### config.mk
export PLATFORM = sky130hd
export DESIGN_NAME = demod_ch_scheduler
export DESIGN_NICKNAME = d
export VERILOG_FILES = /design/src/rtl/demod_ch_scheduler.sv
export SDC_FILE = /design/constraint.sdc
export NUM_CORES = 1
export LEC_CHECK = 0
export CAP_MARGIN = 20
export CORE_UTILIZATION = 42
export DETAILED_ROUTE_END_ITERATION = 12
export HOLD_SLACK_MARGIN = 0.15
export PLACE_DENSITY = 0.78
export RECOVER_POWER = 100
export SYNTH_ARGS = -nofsm -noshare
export SYNTH_HDL_FRONTEND = slang
export SYNTH_SLANG_ARGS = --single-unit
export TNS_END_PERCENT = 50
### constraint.sdc
create_clock -name s00_axis_aclk -period 3.1 [get_ports s00_axis_aclk]
set_clock_uncertainty 0.1 [all_clocks]
set_input_delay 0.62 -clock s00_axis_aclk [delete_from_list [all_inputs] [get_ports s00_axis_aclk]]
set_output_delay 0.62 -clock s00_axis_aclk [all_outputs]
set_load 0.02 [all_outputs]
### src/rtl/demod_ch_scheduler.sv
// Round-robin scheduler sharing one FM angle-difference datapath across NUM_CH AXI-stream channels.
// Define DEMOD_SCHED_BURST_EN to hold a grant for up to MAX_BURST beats; otherwise grants are per beat.
module demod_ch_scheduler #(
   parameter int NUM_CH    = 4,
   parameter int CH_W      = $clog2(NUM_CH),
   parameter int MAX_BURST = 16
) (
   input  logic                 s00_axis_aclk,
   input  logic                 s00_axis_aresetn,
   input  logic [NUM_CH-1:0]    s00_axis_tvalid,
   input  logic [NUM_CH*32-1:0] s00_axis_tdata,
   input  logic [NUM_CH-1:0]    s00_axis_tlast,
   output logic [NUM_CH-1:0]    s00_axis_tready,
   input  logic [NUM_CH-1:0]    ctx_clear,
   input  logic                 m00_axis_tready,
   output logic                 m00_axis_tvalid,
   output logic [31:0]          m00_axis_tdata,
   output logic                 m00_axis_tlast,
   output logic [3:0]           m00_axis_tstrb,
   output logic [CH_W-1:0]      m00_axis_tuser
);

   typedef enum logic [0:0] {IDLE, GRANT} state_t;

   // The reset port is active-high despite its "n" suffix.
   logic rst;
   assign rst = s00_axis_aresetn;

   state_t            state, state_nxt;
   logic [CH_W-1:0]   gnt, last, sel;
   logic [NUM_CH-1:0] primed, gnt_mask;
   logic [15:0]       prev [NUM_CH];
   logic [15:0]       angle [NUM_CH];
   logic [NUM_CH*16-1:0] lo_bits;
   logic [15:0]       gnt_angle, diff_q;
   logic              gnt_valid, others_valid, accept, burst_done, release_gnt;
   logic              unused_sink;

   for (genvar k = 0; k < NUM_CH; k++) begin : g_unpack
      assign angle[k]            = s00_axis_tdata[32*k+16 +: 16];
      assign lo_bits[16*k +: 16] = s00_axis_tdata[32*k +: 16];
   end
   assign unused_sink = ^{lo_bits, (MAX_BURST > 0)};

   assign gnt_mask     = NUM_CH'(1) << gnt;
   assign gnt_angle    = angle[gnt];
   assign gnt_valid    = s00_axis_tvalid[gnt];
   assign others_valid = |(s00_axis_tvalid & ~gnt_mask);
   assign accept       = gnt_valid & s00_axis_tready[gnt];

   // Descending scan: the last hit is the nearest valid channel after `last`.
   always_comb begin
      sel = last;
      for (int i = NUM_CH; i >= 1; i--) begin
         if (s00_axis_tvalid[CH_W'((int'(last) + i) % NUM_CH)])
            sel = CH_W'((int'(last) + i) % NUM_CH);
      end
   end

`ifdef DEMOD_SCHED_BURST_EN
   localparam int BCNT_W = $clog2(MAX_BURST + 1);
   logic [BCNT_W-1:0] beat_cnt;

   assign burst_done = (beat_cnt == BCNT_W'(MAX_BURST - 1));

   always_ff @(posedge s00_axis_aclk) begin
      if (rst)
         beat_cnt <= '0;
      else if (state == IDLE)
         beat_cnt <= '0;
      else if (accept)
         beat_cnt <= beat_cnt + BCNT_W'(1);
   end
`else
   assign burst_done = 1'b1;
`endif

   assign release_gnt = (accept & (s00_axis_tlast[gnt] | burst_done))
                      | (~gnt_valid & others_valid);

   // NOTE: non-blocking assignments so every flop samples pre-edge values whatever the block order.
   always_ff @(posedge s00_axis_aclk) begin
      if (rst)
         state <= IDLE;
      else
         state <= state_nxt;
   end

   // NOTE: default first so every path assigns state_nxt and no latch is inferred.
   always_comb begin
      state_nxt = state;
      case (state)
         IDLE:    if (|s00_axis_tvalid) state_nxt = GRANT;
         GRANT:   if (release_gnt)      state_nxt = IDLE;
         default: state_nxt = IDLE;
      endcase
   end

   always_comb begin
      s00_axis_tready = '0;
      if (state == GRANT && !rst)
         s00_axis_tready[gnt] = m00_axis_tready | ~m00_axis_tvalid;
      m00_axis_tdata = {16'h0000, diff_q};
      m00_axis_tstrb = m00_axis_tvalid ? 4'hF : 4'h0;
   end

   always_ff @(posedge s00_axis_aclk) begin
      if (rst) begin
         gnt             <= '0;
         last            <= CH_W'(NUM_CH - 1);
         primed          <= '0;
         // NOTE: prev is a small flop array, so it is cleared with the rest; primed alone already masks it.
         for (int k = 0; k < NUM_CH; k++) prev[k] <= '0;
         diff_q          <= '0;
         m00_axis_tvalid <= 1'b0;
         m00_axis_tlast  <= 1'b0;
         m00_axis_tuser  <= '0;
      end else begin
         if (state == IDLE && |s00_axis_tvalid) begin
            gnt  <= sel;
            last <= sel;
         end
         if (accept) begin
            prev[gnt]       <= gnt_angle;
            diff_q          <= primed[gnt] ? gnt_angle - prev[gnt] : 16'h0000;
            m00_axis_tlast  <= s00_axis_tlast[gnt];
            m00_axis_tuser  <= gnt;
            m00_axis_tvalid <= 1'b1;
         end else if (m00_axis_tvalid && m00_axis_tready) begin
            m00_axis_tvalid <= 1'b0;
         end
         // A same-cycle clear wins over the priming done by an accept.
         primed <= (primed | (accept ? gnt_mask : '0)) & ~ctx_clear;
      end
   end

endmodule

== Word level (Yosys, flattened, before mapping) ==
Memory sizes are Yosys's and may differ from the RTL's. A register that Yosys moved wholly into a read port is not among the register bits.
Cells that the tools add are included.

* Add/sub/neg operators: 5
* Order comparisons: 7
* Shifts and indexed selects: 1
* Muxes and demuxes: 48
* Bitwise gates (word level): 14
* Reduce and logical (&&, ||, !) cells: 9

{| class="wikitable"
|+ Operators by type and width
! kind !! count
|-
| 16-bit 2-to-1 mux || 4
|-
| 16-bit binary-select mux with 2-bit select || 1
|-
| 1-bit 2-to-1 mux || 23
|-
| 1-bit binary-select mux with 2-bit select || 8
|-
| 2-bit by 4-bit less-than comparator with 1-bit output, second input constant || 4
|-
| 16-bit OR reduction || 1
|-
| 16-bit subtractor || 1
|-
| 2-bit 2-to-1 mux || 7
|-
| 4-bit bitwise AND || 3
|-
| 4-bit 2-to-1 mux || 3
|-
| 4-bit NOT || 2
|-
| 4-bit OR reduction || 2
|-
| 2-bit by 1-bit adder with 2-bit output, second input constant || 2
|-
| 2-bit adder, second input constant || 2
|-
| 1-bit logical AND || 4
|-
| 4-bit bitwise OR || 1
|-
| 1-bit by 2-bit left shift with 4-bit output, first input constant || 1
|-
| 3-bit greater-or-equal comparator, second input constant || 1
|-
| 2-bit by 3-bit less-than comparator with 1-bit output, second input constant || 1
|-
| 1-bit NOT || 3
|-
| 2-bit NOT with 3-bit output || 1
|-
| 1-bit bitwise AND || 2
|-
| 1-bit demux with 2-bit select || 1
|-
| 2-bit by 1-bit greater-or-equal comparator with 1-bit output, second input constant || 1
|-
| other kinds (4) || 5
|}

* Bits in registers: 29
* RAM bits: 64
* Bits of input ports: 143
* Output and inout bits: 44
* Logic and storage cells: 93
* Memories kept: 1

{| class="wikitable"
|+ Memory list
! name !! depth !! width !! read ports !! clocked after memory_dff !! wr ports !! RTL line !! text
|-
| prev || 4 || 16 || 1 || 1 || 4 || 32 || <nowiki>logic [15:0] prev [NUM_CH];</nowiki>
|}

== Depth between registers and ports, before layout ==
* Depth in word-level cells: 14
* Gate-level depth with buffers: 13

== Worst setup path after synthesis ==
OpenSTA, ideal clock, no wires.

* Kind: register to register
* Start point: reg gnt[1]
* End point: reg diff_q[12]
* Library setup time: 0.117 ns
* Arrival: 2.858 ns
* Data required time: 2.883 ns
* Setup slack: 0.025 ns
* Stages on the path, launching flop included: 14
* Period minus slack after synthesis: 3.075 ns
* Cell sequence: dfxtp_1 -> buf_4 -> buf_2 -> mux4_2 -> inv_1 -> ha_1 -> inv_1 -> fa_1 -> a211oi_2 -> o21ai_0 -> a31oi_1 -> o21ai_0 -> xor2_1 -> a22o_1

* Cells in the longest elaborated chain, start to end: 9
* Elaborated cells between the ends (all ways): 20

{| class="wikitable"
|+ RTL lines
! element !! RTL line !! text
|-
| start: declaration || 30 || <nowiki>logic [CH_W-1:0] gnt, last, sel;</nowiki>
|-
| start signal: assignment || 120 || <nowiki>gnt <= sel;</nowiki>
|-
| 2-bit by 3-bit less-than comparator with 1-bit output (implied by the code) / 2-bit by 1-bit greater-or-equal comparator with 1-bit output (equally long branches) || 102 || <nowiki>s00_axis_tready[gnt] = m00_axis_tready | ~m00_axis_tvalid;</nowiki>
|-
| 1-bit logical AND (implied by the code) || 102 ||
|-
| 1-bit 2-to-1 mux (implied by the code) || 102 ||
|-
| 1-bit demux with 2-bit select || 102 ||
|-
| 4-bit bitwise AND (no source line) || n/a ||
|-
| 4-bit 2-to-1 mux || 101 || <nowiki>if (state == GRANT && !rst)</nowiki>
|-
| 1-bit binary-select mux with 2-bit select || 49 || <nowiki>assign accept = gnt_valid & s00_axis_tready[gnt];</nowiki>
|-
| 1-bit 2-to-1 mux (implied by the code) || 49 ||
|-
| 1-bit bitwise AND || 49 ||
|-
| end signal: assignment || 125 || <nowiki>diff_q <= primed[gnt] ? gnt_angle - prev[gnt] : 16'h0000;</nowiki>
|-
| end: declaration || 35 || <nowiki>logic [15:0] gnt_angle, diff_q;</nowiki>
|}

Several ways; a longest one is shown, not always the timed one. The select of a mux whose other input is x is not followed.
A chain may end at the register's enable or synchronous reset.

== Worst setup path after layout ==
* Start point: in m00_axis_tready
* End point: out s00_axis_tready[3]

* Cells in the longest elaborated chain, start to end: 3

{| class="wikitable"
|+ RTL lines
! element !! RTL line !! text
|-
| start: declaration || 15 || <nowiki>input logic m00_axis_tready,</nowiki>
|-
| 1-bit bitwise OR || 102 ||
|-
| 4-bit bitwise AND (no source line) || n/a ||
|-
| 4-bit 2-to-1 mux || 101 ||
|-
| end: declaration || 13 || <nowiki>output logic [NUM_CH-1:0] s00_axis_tready,</nowiki>
|}

Every way passes these cells.

==> impl_metrics.toml <==
[critical_path]
rrSetupSlack_ps = 170
cp-start-kind = "primary input"
worstPathRequired_ps = 2380
cpMaxStageDelayCell = "clkdlybuf4s50_1"
crit_fanout = 4
slowest_delay_ps = 610
worstSetupPathType = "in2out"
path_common_cell = "clkdlybuf4s50_1"
critPathArrivalTime_ps = 2270
cp-end-kind = "output port"
path_buf_inv = 3
cp_cell_sequence = "clkdlybuf4s50_1, nand2b_1, nand3b_1, clkbuf_1, nor2_1, clkdlybuf4s50_1"
crit_family = "buffers and inverters"

[pwr]
p_per_area_nw_per_um2 = 587.4
leakage_nw = 2.852
p_total_mw = 4.258
peakVddDrop_mv = 0.3230

[global_routing]
grt_max_degree = 33
antenna_found_initial = 0
grt_pass1_vias = 4227
grt.total_usage_pct = 20.62
grt_pass1_wl_mm = 21.18
overflow = 0

[outcome]
status = "finished clean"

[clock_network]
cts_sinks = 95
clk_pin_slew_worst_paths_ps = 70
cts_tree = "yes"
numCtsBuffers = 9
htreeDepth = 3
clockBufferDepth = 2
cts-root-buf = "clkbuf_16"
clk_latency_ps = 340

[synth]
synth-edff-count = 64
mappedNetlistArea_sq_um = 5564
synth.yosys.seq_area_share_pct = 45.69
ys_types = 61
ys_warn_count = 0
synthArstFlopShare_pct = 0
syn_inst = 461
syn_area_per_cell_sq_um = 12.07
synth-seq-cells = 95
synthFlopType = "edfxtp_1"

[floorplanning]
start_util_pct = 43.56
die_w_microns = 117.1
rows = 41
dieArea_sq_um = 13710
core_area_sq_um = 12770
fp.dieH_microns = 117.1
pin_count = 187

[final_layout]
final_layout_size_suffix_gt1_share_pct = 20.87
num_antenna_cells = 0
multiInputGateArea_sq_um = 2663
nets = 754
num-fill-cells = 1011
final_common_cell = "clkdlybuf4s50_1"
post-route-util_pct = 56.75
area_delta_synth_final_pct = 30.29
ff_latch_area_sq_um = 2544
fin_area_sq_um = 7249
final_cell_mix = "74 x clkdlybuf4s50_1, 64 x edfxtp_1, 39 x buf_4"

[detailed_routing]
viasPerCell = 5.193
drt_wl_total_mm = 13.16
dr.pass1.iters = 4
vias = 4004
ant_nets = 0
initialDrtViolationCount = 230
drt-wirelength-per-cell_microns = 17.07
drc = 0

[sta]
maxSlewViolCount = 0
max_freq_mhz = 334.8
setup_viol = 0
finalCriticalPeriod_ps = 2987
rsz0062_at_grt = "true"
hold_violations = 0
timing.final.crit_share_pct = 96.36
tightest_slew_ps = 859.3
slew_headroom_pct = 42.71
tns_ps = 0

[placed_design]
portBuffers = 106
placed_cell_area_sq_um = 6969
dp_hpwl_mm = 9.737
gp_congestion = 0.7626

[run]
maxCapViolCount = 0

[worst_hold_path]
hold_path_class = "reg2reg"
-- logic make-up (layout without fill, tap and decap cells) --
| family | Yosys count | count (layout) | synth area share, % |
|---|---|---|---|
| flip-flops | 95 | 95 | 45.69 |
| AND/OR/NAND/NOR | 139 | 139 | 14.41 |
| multiplexers | 36 | 36 | 13.92 |
| AO/OA/AOI/OAI | 85 | 85 | 12.08 |
| adder cells (fa/ha/maj) | 17 | 17 | 3.958 |
| other | 1 | 16 | 0.06740 |
| XOR/XNOR | 16 | 16 | 2.518 |
| buffers and inverters | 72 | 195 | 7.353 |
-- where the power goes --
part	switching [mW]	internal (mW)
Clock	0.487	0.627
Sequential	0.0381	1.43
Combinational	0.830	0.849
Total	1.35	2.90
-- final timing paths --
check,from,end,depth (start not counted)
hold / removal,diff_q[1]$_SDFFE_PP0N_,diff_q[1]$_SDFFE_PP0N_,2
setup / recovery,m00_axis_tready,s00_axis_tready[3],6
hold reg to reg,diff_q[1]$_SDFFE_PP0N_,diff_q[1]$_SDFFE_PP0N_,2
setup reg to reg,gnt[0]$_SDFFE_PP0P_,diff_q[15]$_SDFFE_PP0N_,9
-- cell usage after synthesis (3+ instances only) --
cell type	count	area share, %
nor2_1	17	1.1
nand4_1	3	0.34
o21ai_0	8	0.72
a31oi_1	3	0.34
and3_1	17	1.9
mux4_2	33	13
a22oi_2	6	1.3
buf_6	4	0.81
o211ai_1	3	0.40
buf_4	25	3.4
o21bai_1	3	0.40
nor2b_1	3	0.34
dfxtp_1	31	11
or2_2	3	0.34
clkbuf_1	9	0.61
nor3_1	10	0.90
nand3_1	5	0.45
nand2_1	19	1.3
a22o_1	7	1.1
edfxtp_1	64	35
ha_1	16	3.6
xnor2_1	11	1.7
inv_1	22	1.5
xor2_1	5	0.79
nand2b_1	5	0.56
a21o_1	9	1.2
buf_2	10	0.90
and2_1	45	5.1
nor2_2	6	0.67
a21oi_1	21	1.9
-- worst min-delay path, stage by stage (launching register included) --
cell,delay (ps)
dfxtp_1,310
nand2_1,50
a21oi_1,50
-- layer usage --
layer  up-vias  routed length (microns)  part of all wire [%]  global-route usage, %
met4         0                      140                   1.1                  5.316
met5         -                        0                     0                      0
li1       1932                        -                     -                      -
met2       116                     6772                    51                  36.57
met3        12                      623                   4.7                  3.759
met1      1944                     5621                    43                  26.00
-- per-stage QoR --
| stage | cells | hold slack (ps) | worst slack [ps] |
|---|---|---|---|
| 5_1_grt | 771 | 376.3 | -4.622 |
| 6_report | 771 | 351.7 | 113.0 |
| 3_3_place_gp | 752 | 344.6 | -377.1 |
| 2_1_floorplan | 476 | 363.5 | 25.39 |
| 3_5_place_dp | 752 | 347.6 | -394.6 |
| 4_1_cts | 769 | 357.1 | 6.926 |
-- timing repair --
item | in CTS | in global routing
hold buffers | 0 | 0
setup buffers | 1 | 2
gates resized for setup | 3 | 13
setup endpoints to repair | 2 | 8
hold endpoints to repair | 0 | 0
pin swaps | 3 | 9
-- sequential cells by signal (all words and copies together), names as in the netlist, named ones only --
register	cells
prev	64
diff_q	16
primed	4
gnt	2
last	2
m00_axis_tuser	2
m00_axis_tlast	1
m00_axis_tvalid	1
state	1
-- cell type report --
class,instances,share of cell area (%)
Multi-Input combinational cell,309,36.73
Sequential cell,95,35.09
Timing Repair Buffer,157,19.97
Clock buffer,9,3.107
Tap cell,172,2.969
Inverter,22,1.139
Clock inverter,7,1.001
No activity file was read; power rests on OpenSTA's default activity.
